**src/rtl/rr_stream_arbiter.sv**
```systemverilog
// Round-robin arbiter over N valid/ready input streams.
// Winner's payload and one-hot grant are registered into one output slot.
module rr_stream_arbiter #(
  parameter int DW = 8,
  parameter int N  = 4
) (
  input  logic            clk,
  input  logic            rst,
  input  logic [N-1:0]    i_valid,
  output logic [N-1:0]    i_ready,
  input  logic [N*DW-1:0] i_data,
  output logic            o_valid,
  input  logic            o_ready,
  output logic [DW-1:0]   o_data,
  output logic [N-1:0]    o_grant
);

  localparam int PW = (N > 1) ? $clog2(N) : 1;

  logic [PW-1:0] ptr_q, ptr_d;
  logic [PW-1:0] pick_idx, nxt_ptr;
  logic          valid_q, valid_d;
  logic [DW-1:0] data_q, data_d, pick_data;
  logic [N-1:0]  grant_q, grant_d, pick;
  logic          load, found;

  // Priority slot k maps to input (ptr + k) mod N, never mod 2^PW.
  function automatic int wrap_idx(input logic [PW-1:0] p, input int k);
    int s;
    s = int'(p) + k;
    if (s >= N) s = s - N;
    return s;
  endfunction

  always_comb begin
    pick     = '0;
    pick_idx = '0;
    found    = 1'b0;
    for (int k = 0; k < N; k++) begin
      for (int j = 0; j < N; j++) begin
        if (!found && j == wrap_idx(ptr_q, k) && i_valid[j]) begin
          pick[j]  = 1'b1;
          pick_idx = PW'(j);
          found    = 1'b1;
        end
      end
    end
  end

  always_comb begin
    pick_data = '0;
    for (int j = 0; j < N; j++) begin
      if (pick[j]) pick_data = pick_data | i_data[j*DW +: DW];
    end
  end

  assign nxt_ptr = (pick_idx == PW'(N - 1)) ? '0 : pick_idx + 1'b1;
  assign load    = ~valid_q | o_ready;
  assign i_ready = (load && !rst) ? pick : '0;

  always_comb begin
    valid_d = valid_q;
    data_d  = data_q;
    grant_d = grant_q;
    ptr_d   = ptr_q;
    if (load) begin
      valid_d = found;
      grant_d = pick;
      if (found) begin
        data_d = pick_data;
        ptr_d  = nxt_ptr;
      end
    end
  end

  always_ff @(posedge clk or posedge rst) begin
    if (rst) begin
      valid_q <= 1'b0;
      data_q  <= '0;
      grant_q <= '0;
      ptr_q   <= '0;
    end else begin
      valid_q <= valid_d;
      data_q  <= data_d;
      grant_q <= grant_d;
      ptr_q   <= ptr_d;
    end
  end

  assign o_valid = valid_q;
  assign o_data  = data_q;
  assign o_grant = grant_q;

endmodule

```
**config.mk**
```make
export PLATFORM = sky130hd
export DESIGN_NAME = rr_stream_arbiter
export DESIGN_NICKNAME = d
export VERILOG_FILES = /design/src/rtl/rr_stream_arbiter.sv
export SDC_FILE = /design/constraint.sdc
export NUM_CORES = 1
export LEC_CHECK = 0
export BUFFER_PORTS_ARGS = -buffer_cell sky130_fd_sc_hd__buf_4
export CAP_MARGIN = 20
export CORE_UTILIZATION = 47
export CTS_CLUSTER_SIZE = 30
export DETAILED_ROUTE_END_ITERATION = 8
export GPL_TIMING_DRIVEN = 0
export PLACE_DENSITY = 0.84
export SLEW_MARGIN = 30
export SYNTH_ARGS = -nofsm -noshare
export SYNTH_HDL_FRONTEND = slang
export SYNTH_SLANG_ARGS = --single-unit
export TNS_END_PERCENT = 10
```
**constraint.sdc**
```tcl
create_clock -name clk -period 2.8 [get_ports clk]
set_input_delay 0.56 -clock clk [delete_from_list [all_inputs] [get_ports clk]]
set_output_delay 0.56 -clock clk [all_outputs]
set_load 0.02 [all_outputs]
```
# Yosys cells after proc, flatten, opt, wreduce, memory -nomap -nowiden
# Cells that the tools add are included.
# op_classes
n_addsub	8
magnitude_cmp	4
n_eq_ne	13
muxes	56
bitwise	5
reduce_logical	53
# op_table
op	count
$eq A3 B32 Y1 const A	8
$eq A2 B32 Y1 const A	4
$logic_not A32 Y1	4
$mux W32	4
$logic_and A1 B1 Y1	32
$mux W1	32
$mux W8	4
$mux W2	15
$or A8 B8 Y8	3
$logic_not A1 Y1	16
$sub A3 B3 Y4 const B	3
$ge A3 B3 Y1 const B	3
$add A2 B2 Y3 const B	2
$mux W4	1
$sub A2 B3 Y4 const B	1
$add A2 B1 Y3 const B	1
$ge A2 B3 Y1 const B	1
$add A2 B1 Y2 const B	1
$eq A2 B2 Y1 const B	1
$reduce_and A2 Y1	1
$not A1 Y1	1
$or A1 B1 Y1	1
# word_totals
register_bits	15
inputBits	39
out_inout_bits	17
elab_cells	143

# Logic depth before layout (Yosys ltp)
# Gate-level depths: netlist (run 1).
# logic_depth
ltp_word	67
ltp_mapped	6
depth_no_buf	4

# Worst setup path after synthesis (run 1)
# OpenSTA, ideal clock, no wires.
# synth_timing
path_kind	input to output
startpoint	in i_valid[2]
endpoint	out i_ready[0]
t_arrival_ns	1.782
required_time_ns	2.240
slack_ns	0.458
path_stages	4
path_buffers	1
path_cell_list	buf_6 -> o21a_1 -> o32ai_4 -> nor3b_1
# synth_between
elab_chain_len	43
# synth_rtl
element	line	source
start: declaration	9	input logic [N-1:0] i_valid,
$logic_and A1 B1 Y1	41	if (!found && j == wrap_idx(ptr_q, k) && i_valid[j]) begin
$mux W1	41	
$logic_not A1 Y1	41	
$logic_and A1 B1 Y1 (2 in a row)	41	
$mux W1	41	
$logic_not A1 Y1	41	
$logic_and A1 B1 Y1 (2 in a row)	41	
$mux W1	41	
[... 23 more ...]	--	
$mux W1	41	
$logic_not A1 Y1	41	
$logic_and A1 B1 Y1 (2 in a row)	41	
$mux W1	41	
$logic_not A1 Y1	41	
$logic_and A1 B1 Y1 (2 in a row)	41	
$mux W1 *	41	
$mux W4 *	59	assign i_ready = (load && !rst) ? pick : '0;
end: declaration	10	output logic [N-1:0] i_ready,
# Every way passes the cells marked *; elsewhere a longest branch is shown, timed or not.

# Final worst setup path (run 1)
# layout_timing
startpoint	reg ptr_q[1]
endpoint	out i_ready[2]
# layout_between
elab_chain_len	62
# layout_rtl
element	line	source
start: declaration	20	logic [PW-1:0] ptr_q, ptr_d;
start signal: assignment	86	ptr_q <= ptr_d;
$sub A2 B3 Y4 / $ge A2 B3 Y1 (equally long branches)	31	if (s >= N) s = s - N;
$mux W32	31	
$logic_not A32 Y1	41	
$logic_and A1 B1 Y1	41	
$mux W1	41	
$logic_not A1 Y1	41	
$logic_and A1 B1 Y1 (2 in a row)	41	
$mux W1	41	
[... 43 more ...]	--	
$mux W1	41	
$logic_not A1 Y1	41	
$logic_and A1 B1 Y1 (2 in a row)	41	
$mux W1	41	
$logic_not A1 Y1	41	
$logic_and A1 B1 Y1 (2 in a row)	41	
$mux W1 *	41	
$mux W4 *	59	
# Marked as above.

==> qor.csv, run 1 <==
metric;value;unit
finalHoldViolCount;0;
fp.dieW;48.3;um
post_drt_wl_per_cell;15.6;um
cts_tree;yes;
dp_slack;460;ps
grt_pass1_vias;1064;
clockPowerShare;15.5;%
p_leak;0.705;nW
switching_share;38.8;%
syn_avg_cell_area;8.60;um^2
portBuffers;54;
die-area;2330;um^2
ys.flop_type;dfrtp_1;
slowest_delay;380;ps
postSynthCellCount;117;
die_h;48.3;um
routed_wl;3150;um
final.min_clock_period;2500;ps
yosysWarnings;0;
grt-ovfl-total;0;
synth_edf_count;0;
post-route-util;74.2;%
ys_ff_latch;15;
worstSetupPathType;flip-flop to output port;
pwr_density_cell;551;nW/um^2
post-route-drc-count;0;
holdWs;353;ps
slew_violations;0;
p_int;0.497;mW
slowest_stage;dfrtp_1;
root_buffer;clkbuf_4;
drive_gt1_share;39.4;%
drt-vias-per-instance;5.82;
detail-route-antenna-nets;0;
skew;1.31;ps
critPathCaptureType;output port;
combPwrFrac;49.0;%
relSlewSlack;53.3;%
fmax;400;MHz
synth_cell_types;32;
dr.pass1.iters;4;
fin_crit_sh;89.3;%
grt_use_total;28.3;%
cts_buffers;3;
clockBufferDepth;2;
arrival;1940;ps
netSwitchingPower;0.315;mW
cap_violations;0;
netlist_area;1010;um^2
vdd_drop_max;0.368;mV
cts_hold_buffers;0;
vias;1175;
dp.cells;198;
layout.cells.non_filler;202;
async_flop_share;100;%
setup_slack;299;ps
clock-sinks;15;
hold_class;input port to async pin;
syn_nets;156;
yosysSeqAreaShare;37.3;%
setup_tns;0;ps
fin_area;1470;um^2
cp_top_family;simple AND/OR/NAND/NOR gates;
post_cts.repair.setup_buffers;0;
outcome;finished, final reports clean;
nFillCells;163;
rsz0062_at_grt;no;
start_kind;flip-flop;
place_area;1450;um^2
clkTransAtPathRegs;90;ps
place_congestion;0.898;
top_level_ports;56;
detailedPlacementHpwl;2340;um
cts_max_level;1;
final_nets;215;
finalSetupViolCount;0;
total_power;0.811;mW
post_cts_resized;0;
grt_max_degree;16;
row_count;16;
clk-insertion-delay-late;280;ps
seq_power_share;35.5;%
antenna_found_initial;0;
crit_path_cell_trace;buf_2, o21ba_2, nor2_2, nor2_1, nor3_1, buf_4;
critPathRequiredTime;2240;ps
path_max_fanout;10;
grt_pass1_wl;4510;um
drt-initial-drc-count;44;
area_delta_synth_final;46.3;%
core-area;1980;um^2
n_antenna_cell;0;
path_buf_inv;2;
initial_utilization;50.8;%
tightest_slew;701;ps
[layout by cell type, fill, tap and decap left out]
cell,n
nand2_1,4
nand3b_1,1
a21o_1,1
nand2b_1,3
o21ba_2,1
buf_4,54
clkbuf_4,3
a31oi_1,9
o31ai_1,1
o21a_1,2
mux2_2,2
nand3_1,1
nor2_1,11
o21ai_0,12
o32ai_4,1
inv_1,3
nor3_1,2
and3_1,9
buf_2,4
o22ai_1,1
clkbuf_1,3
a21oi_1,10
o21bai_1,1
nor2b_1,4
o21ai_2,1
a22oi_1,8
buf_6,1
nor2_2,1
a22o_1,1
nor3b_1,2
a2bb2oi_2,1
a211oi_1,1
dfrtp_1,15
o211a_1,1
[routing by layer]
metal	vias to the layer above	wire length [um]	global-route usage [%]
met1	560	1260	34.9
li1	554	-	-
met5	-	0	0
met4	0	48	11.1
met2	55	1630	50.1
met3	6	206	2.96
[power groups by stage]
stage / clock, mW / sequential (mW) / combinational [mW]
3_5_place_dp: 0 / 0.292 / 0.396
6_report: 0.125 / 0.288 / 0.398
4_1_cts: 0.126 / 0.288 / 0.396
3_3_place_gp: 0 / 0.288 / 0.386
2_1_floorplan: 0 / 0.338 / 0.189
5_1_grt: 0.136 / 0.295 / 0.430
[cell families after synthesis]
group	count (synthesis)	share of synthesized area, %
AO/OA/AOI/OAI	52	35.6
AND/OR/NAND/NOR	38	19.9
flip-flops	15	37.3
buffers and inverters	10	4.98
multiplexers	2	2.24
[worst register-to-register path, cell delays in order, from the launching register on]
cell,delay [ps]
dfrtp_1,410
buf_2,180
o21a_1,150
o32ai_4,440
a21oi_1,160
a31oi_1,200
[registers in the layout (all words and copies together) (netlist names)]
signal   cells
o_data       8
o_valid      1
o_grant      4
ptr_q        2
[cell usage after synthesis (all sizes together) (3+ instances only)]
library cell / instances / area (um^2)
a21oi: 10 / 50.1
a31oi: 9 / 56.3
inv: 3 / 11.3
dfrtp: 15 / 375
nand2b: 3 / 18.8
nor2b: 4 / 25.0
and3: 9 / 56.3
o21ai: 13 / 68.8
nor2: 12 / 47.6
a22oi: 8 / 60.1
nand2: 4 / 15.0
buf: 5 / 31.3
[layout make-up]
class	instances	area [um^2]	area share (%)
Buffer	7	38.8	2.64
Clock buffer	4	26.3	1.79
Inverter	3	11.3	0.765
Multi-Input combinational cell	92	581	39.5
Sequential cell	15	375	25.5
Tap cell	27	33.8	2.30
Timing Repair Buffer	54	405	27.6
[worst paths after layout]
kind	from	endpoint	slack (ps)	cells after the start
worst max register to register	ptr_q[1]	o_data[7]	1190	5
worst min-delay path	rst	o_grant[3]	350	2
worst max-delay path	ptr_q[1]	i_ready[2]	300	6
max in group asynchronous	rst	o_data[0]	2080	2
min in group clk	o_grant[3]	o_grant[3]	490	2
worst min register to register	o_grant[3]	o_grant[3]	490	2
Note: power is estimated with default switching activity, not from simulation.
==> run 2: changes to the inputs <==
CORE_UTILIZATION = 49   (was 47)
CTS_BUF_LIST = sky130_fd_sc_hd__clkbuf_2   (was unset)
PLACE_DENSITY = 0.87   (was 0.84)
==> qor.csv, run 2 (same netlist as run 1, synthesis figures left out) <==
metric;value;unit
post-route-util;75.5;%
nFillCells;159;
setup_tns;0;ps
drt-initial-drc-count;42;
grt_use_total;27.5;%
outcome;finished with violations;
post_drt_wl_per_cell;14.8;um
finalHoldViolCount;0;
initial_utilization;51.8;%
vias;1187;
grt_pass1_wl;4380;um
finalSetupViolCount;0;
n_antenna_cell;0;
cts_max_level;1;
slew_violations;0;
relSlewSlack;55.9;%
core-area;1940;um^2
wl_met1;1150;um
cp_top_family;simple AND/OR/NAND/NOR gates;
slowest_stage;dfrtp_1;
place_congestion;0.861;
hold_class;input port to async pin;
layout_common_cells;buf_4 (54), dfrtp_1 (15), o21ai_0 (12);
worstSetupPathType;flip-flop to output port;
grt_pass1_vias;1046;
top_level_ports;56;
final_nets;215;
critPathCaptureType;output port;
start_kind;flip-flop;
detailedPlacementHpwl;2230;um
clockBufferDepth;2;
grt_max_degree;16;
failed_checks;design-rule violations;
portBuffers;54;
routed_wl;2990;um
multi_input_area;581;um^2
path_max_fanout;10;
clk-insertion-delay-late;290;ps
cts_hold_buffers;0;
pwr_density_cell;542;nW/um^2
clkTransAtPathRegs;160;ps
fin_crit_sh;89.6;%
place_area;1450;um^2
drt-vias-per-instance;5.88;
crit_path_cell_trace;buf_2, nor2b_1, o21ai_2, nand3_1, nor3_1, buf_4;
arrival;1950;ps
area_delta_synth_final;45.6;%
cts_buffers;3;
layout_commonest_cell;buf_4;
post_cts.repair.setup_buffers;0;
register_area;375;um^2
root_buffer;clkbuf_2;
final.min_clock_period;2510;ps
fmax;399;MHz
dr.pass1.iters;7;
die-area;2240;um^2
drive_gt1_share;40.0;%
rsz0062_at_grt;no;
post_cts_resized;0;
clock-sinks;15;
path_buf_inv;2;
fp.dieW;47.3;um
tightest_slew;661;ps
grt-ovfl-total;0;
detail-route-antenna-nets;0;
skew;7.58;ps
largest_register_ffs;8;
vdd_drop_max;0.298;mV
cap_violations;0;
post-route-drc-count;1;
met3_length;164;um
p_leak;0.707;nW
fin_area;1470;um^2
row_count;16;
antenna_found_initial;0;
wl_met2;1620;um
total_power;0.794;mW
die_h;47.3;um
cts_tree;yes;
critPathRequiredTime;2240;ps
slowest_delay;410;ps
top_layer_used;met4;
==> run 2: cell counts in the layout (fill, tap and decap cells not counted) <==
Identical to the previous run, type by type.
==> run 2: cell type report <==
cell class | count | share of cell area (%)
repair buffers | 54 | 27.7
clock buffers | 4 | 1.37
multi-input cells | 92 | 39.6
well taps | 27 | 2.31
plain buffers | 7 | 2.65
inverters | 3 | 0.769
flip-flops and latches | 15 | 25.6
==> run 2: worst reg2reg max path: cells and delay by family (launching register included) <==
family,cells,cell delay (ps)
buffers and inverters,1,190
AO/OA/AOI/OAI,4,920
flip-flops,1,430
==> run 2: final timing paths <==
path	from	endpoint	slack, ps	cells after the start
worst max-delay path	ptr_q[1]	i_ready[3]	290	6
worst min-delay path	rst	o_data[6]	330	2
min in group clk	o_grant[2]	o_grant[2]	500	2
worst min register to register	o_grant[2]	o_grant[2]	500	2
max in group asynchronous	rst	ptr_q[0]	2090	2
worst max register to register	ptr_q[1]	o_data[6]	1200	5
==> run 2: per-layer routing <==
layer | track usage [%] | vias to the layer above
li1 | - | 554
met1 | 34.0 | 560
met2 | 46.6 | 66
met3 | 1.92 | 7
met4 | 16.6 | 0
met5 | 0 | -
==> run 2: power breakdown <==
part	internal, mW	switching, mW	total, mW
combinational	0.179	0.217	0.396
clock	0.0379	0.0742	0.112
sequential	0.262	0.0241	0.286
total	0.479	0.315	0.794
==> run 2: metrics by stage <==
stage / hold WS [ps] / std cells / setup slack, ps
floorplan: 461 / 117 / 458
global placement: 464 / 198 / 499
detailed placement: 472 / 198 / 469
CTS: 343 / 202 / 331
global route: 381 / 202 / 148
finish: 331 / 202 / 291
==> run 3: changes to the inputs <==
CELL_PAD_IN_SITES_DETAIL_PLACEMENT = 1   (was unset)
CELL_PAD_IN_SITES_GLOBAL_PLACEMENT = 2   (was unset)
CORE_UTILIZATION = 26   (was 49)
PLACE_DENSITY = unset   (was 0.87)
PLACE_DENSITY_LB_ADDON = 0.1   (was unset)
==> qor.csv, run 3 (same netlist as run 1, synthesis figures left out) <==
metric;value;unit
pwr_density_cell;538;nW/um^2
setup_tns;0;ps
finalSetupViolCount;0;
vdd_drop_max;0.181;mV
tightest_slew;760;ps
fin_crit_sh;90.1;%
outcome;finished, final reports clean;
drt-initial-drc-count;35;
post_drt_wl_per_cell;15.7;um
routed_wl;3500;um
finalHoldViolCount;0;
skew;8.13;ps
worstSetupPathType;flip-flop to output port;
drt-vias-per-instance;5.15;
initial_utilization;27.3;%
critPathRequiredTime;2240;ps
layout_common_cells;buf_4 (54), dfrtp_1 (15), o21ai_0 (12);
final.min_clock_period;2520;ps
start_kind;flip-flop;
dr.pass1.iters;4;
grt_max_degree;16;
grt_pass1_wl;5620;um
detailedPlacementHpwl;2620;um
fp.dieW;64.2;um
grt_pass1_vias;1164;
portBuffers;54;
total_power;0.802;mW
hold_class;input port to async pin;
final_nets;215;
grt-ovfl-total;0;
grt_use_total;17.9;%
cts_tree;yes;
clkTransAtPathRegs;160;ps
detail-route-antenna-nets;0;
row_count;22;
cts_max_level;1;
drive_gt1_share;40.0;%
arrival;1960;ps
core-area;3690;um^2
vias;1149;
slew_violations;0;
clock-sinks;15;
area_delta_synth_final;48.3;%
top_level_ports;56;
clk-insertion-delay-late;290;ps
cts_buffers;3;
antenna_found_initial;0;
clockBufferDepth;2;
critPathCaptureType;output port;
n_antenna_cell;0;
die_h;64.2;um
root_buffer;clkbuf_2;
layout_commonest_cell;buf_4;
post-route-drc-count;0;
rsz0062_at_grt;no;
largest_register_ffs;8;
p_leak;0.707;nW
cap_violations;0;
post_cts.repair.setup_buffers;0;
post_cts_resized;0;
relSlewSlack;49.3;%
cts_hold_buffers;0;
path_max_fanout;10;
fmax;397;MHz
place_congestion;0.787;
die-area;4120;um^2
## run 3: final timing paths
check                                 from         end  slack, ps  cells past startpoint
max in group asynchronous              rst   o_data[1]       2060                      2
worst max-delay path              ptr_q[1]  i_ready[2]        280                      6
worst min register to register  o_grant[2]  o_grant[2]        520                      2
min in group clk                o_grant[2]  o_grant[2]        520                      2
worst max register to register    ptr_q[1]   o_data[2]       1130                      5
worst min-delay path                   rst   o_data[5]        350                      2
## run 3: critical path, stage by stage (launching register included)
cell	delay, ps
dfrtp_1	410
buf_2	220
o21ba_2	190
nor2_2	380
nor2_1	110
nor3_1	190
buf_4	170
## run 3: area by class of cell
type,instances,area (um^2)
fillers,473,2200
multi-input cells,92,581
repair buffers,54,405
flip-flops and latches,15,375
well taps,48,60.1
plain buffers,7,38.8
clock buffers,4,20.0
inverters,3,11.3
## run 3: power by group
part           leakage [nW]  internal, mW  switching, mW  total, mW
Combinational         0.513         0.179          0.223      0.402
Clock                0.0166        0.0379         0.0750      0.113
Sequential            0.177         0.262         0.0252      0.287
## run 3: through the flow
stage          worst slack, ps  util, %  instances  hold slack (ps)  instance area [um^2]
2_1_floorplan              458        -        117              461                  1010
3_3_place_gp               405     39.9        219              475                  1470
3_5_place_dp               402     39.9        219              497                  1470
4_1_cts                    236     40.4        223              363                  1490
5_1_grt                   84.1     40.4        223              357                  1490
6_report                   279     40.4        223              347                  1490
## run 3: metal layers
layer	part of all wire, %	global-route usage (%)	wire length (um)	vias to the layer above
met2	50	31.4	1750	33
met3	4.7	2.14	165	2
met5	0	0	0	-
met1	44	22.6	1560	559
met4	0.77	5.83	27	0
li1	-	-	-	555
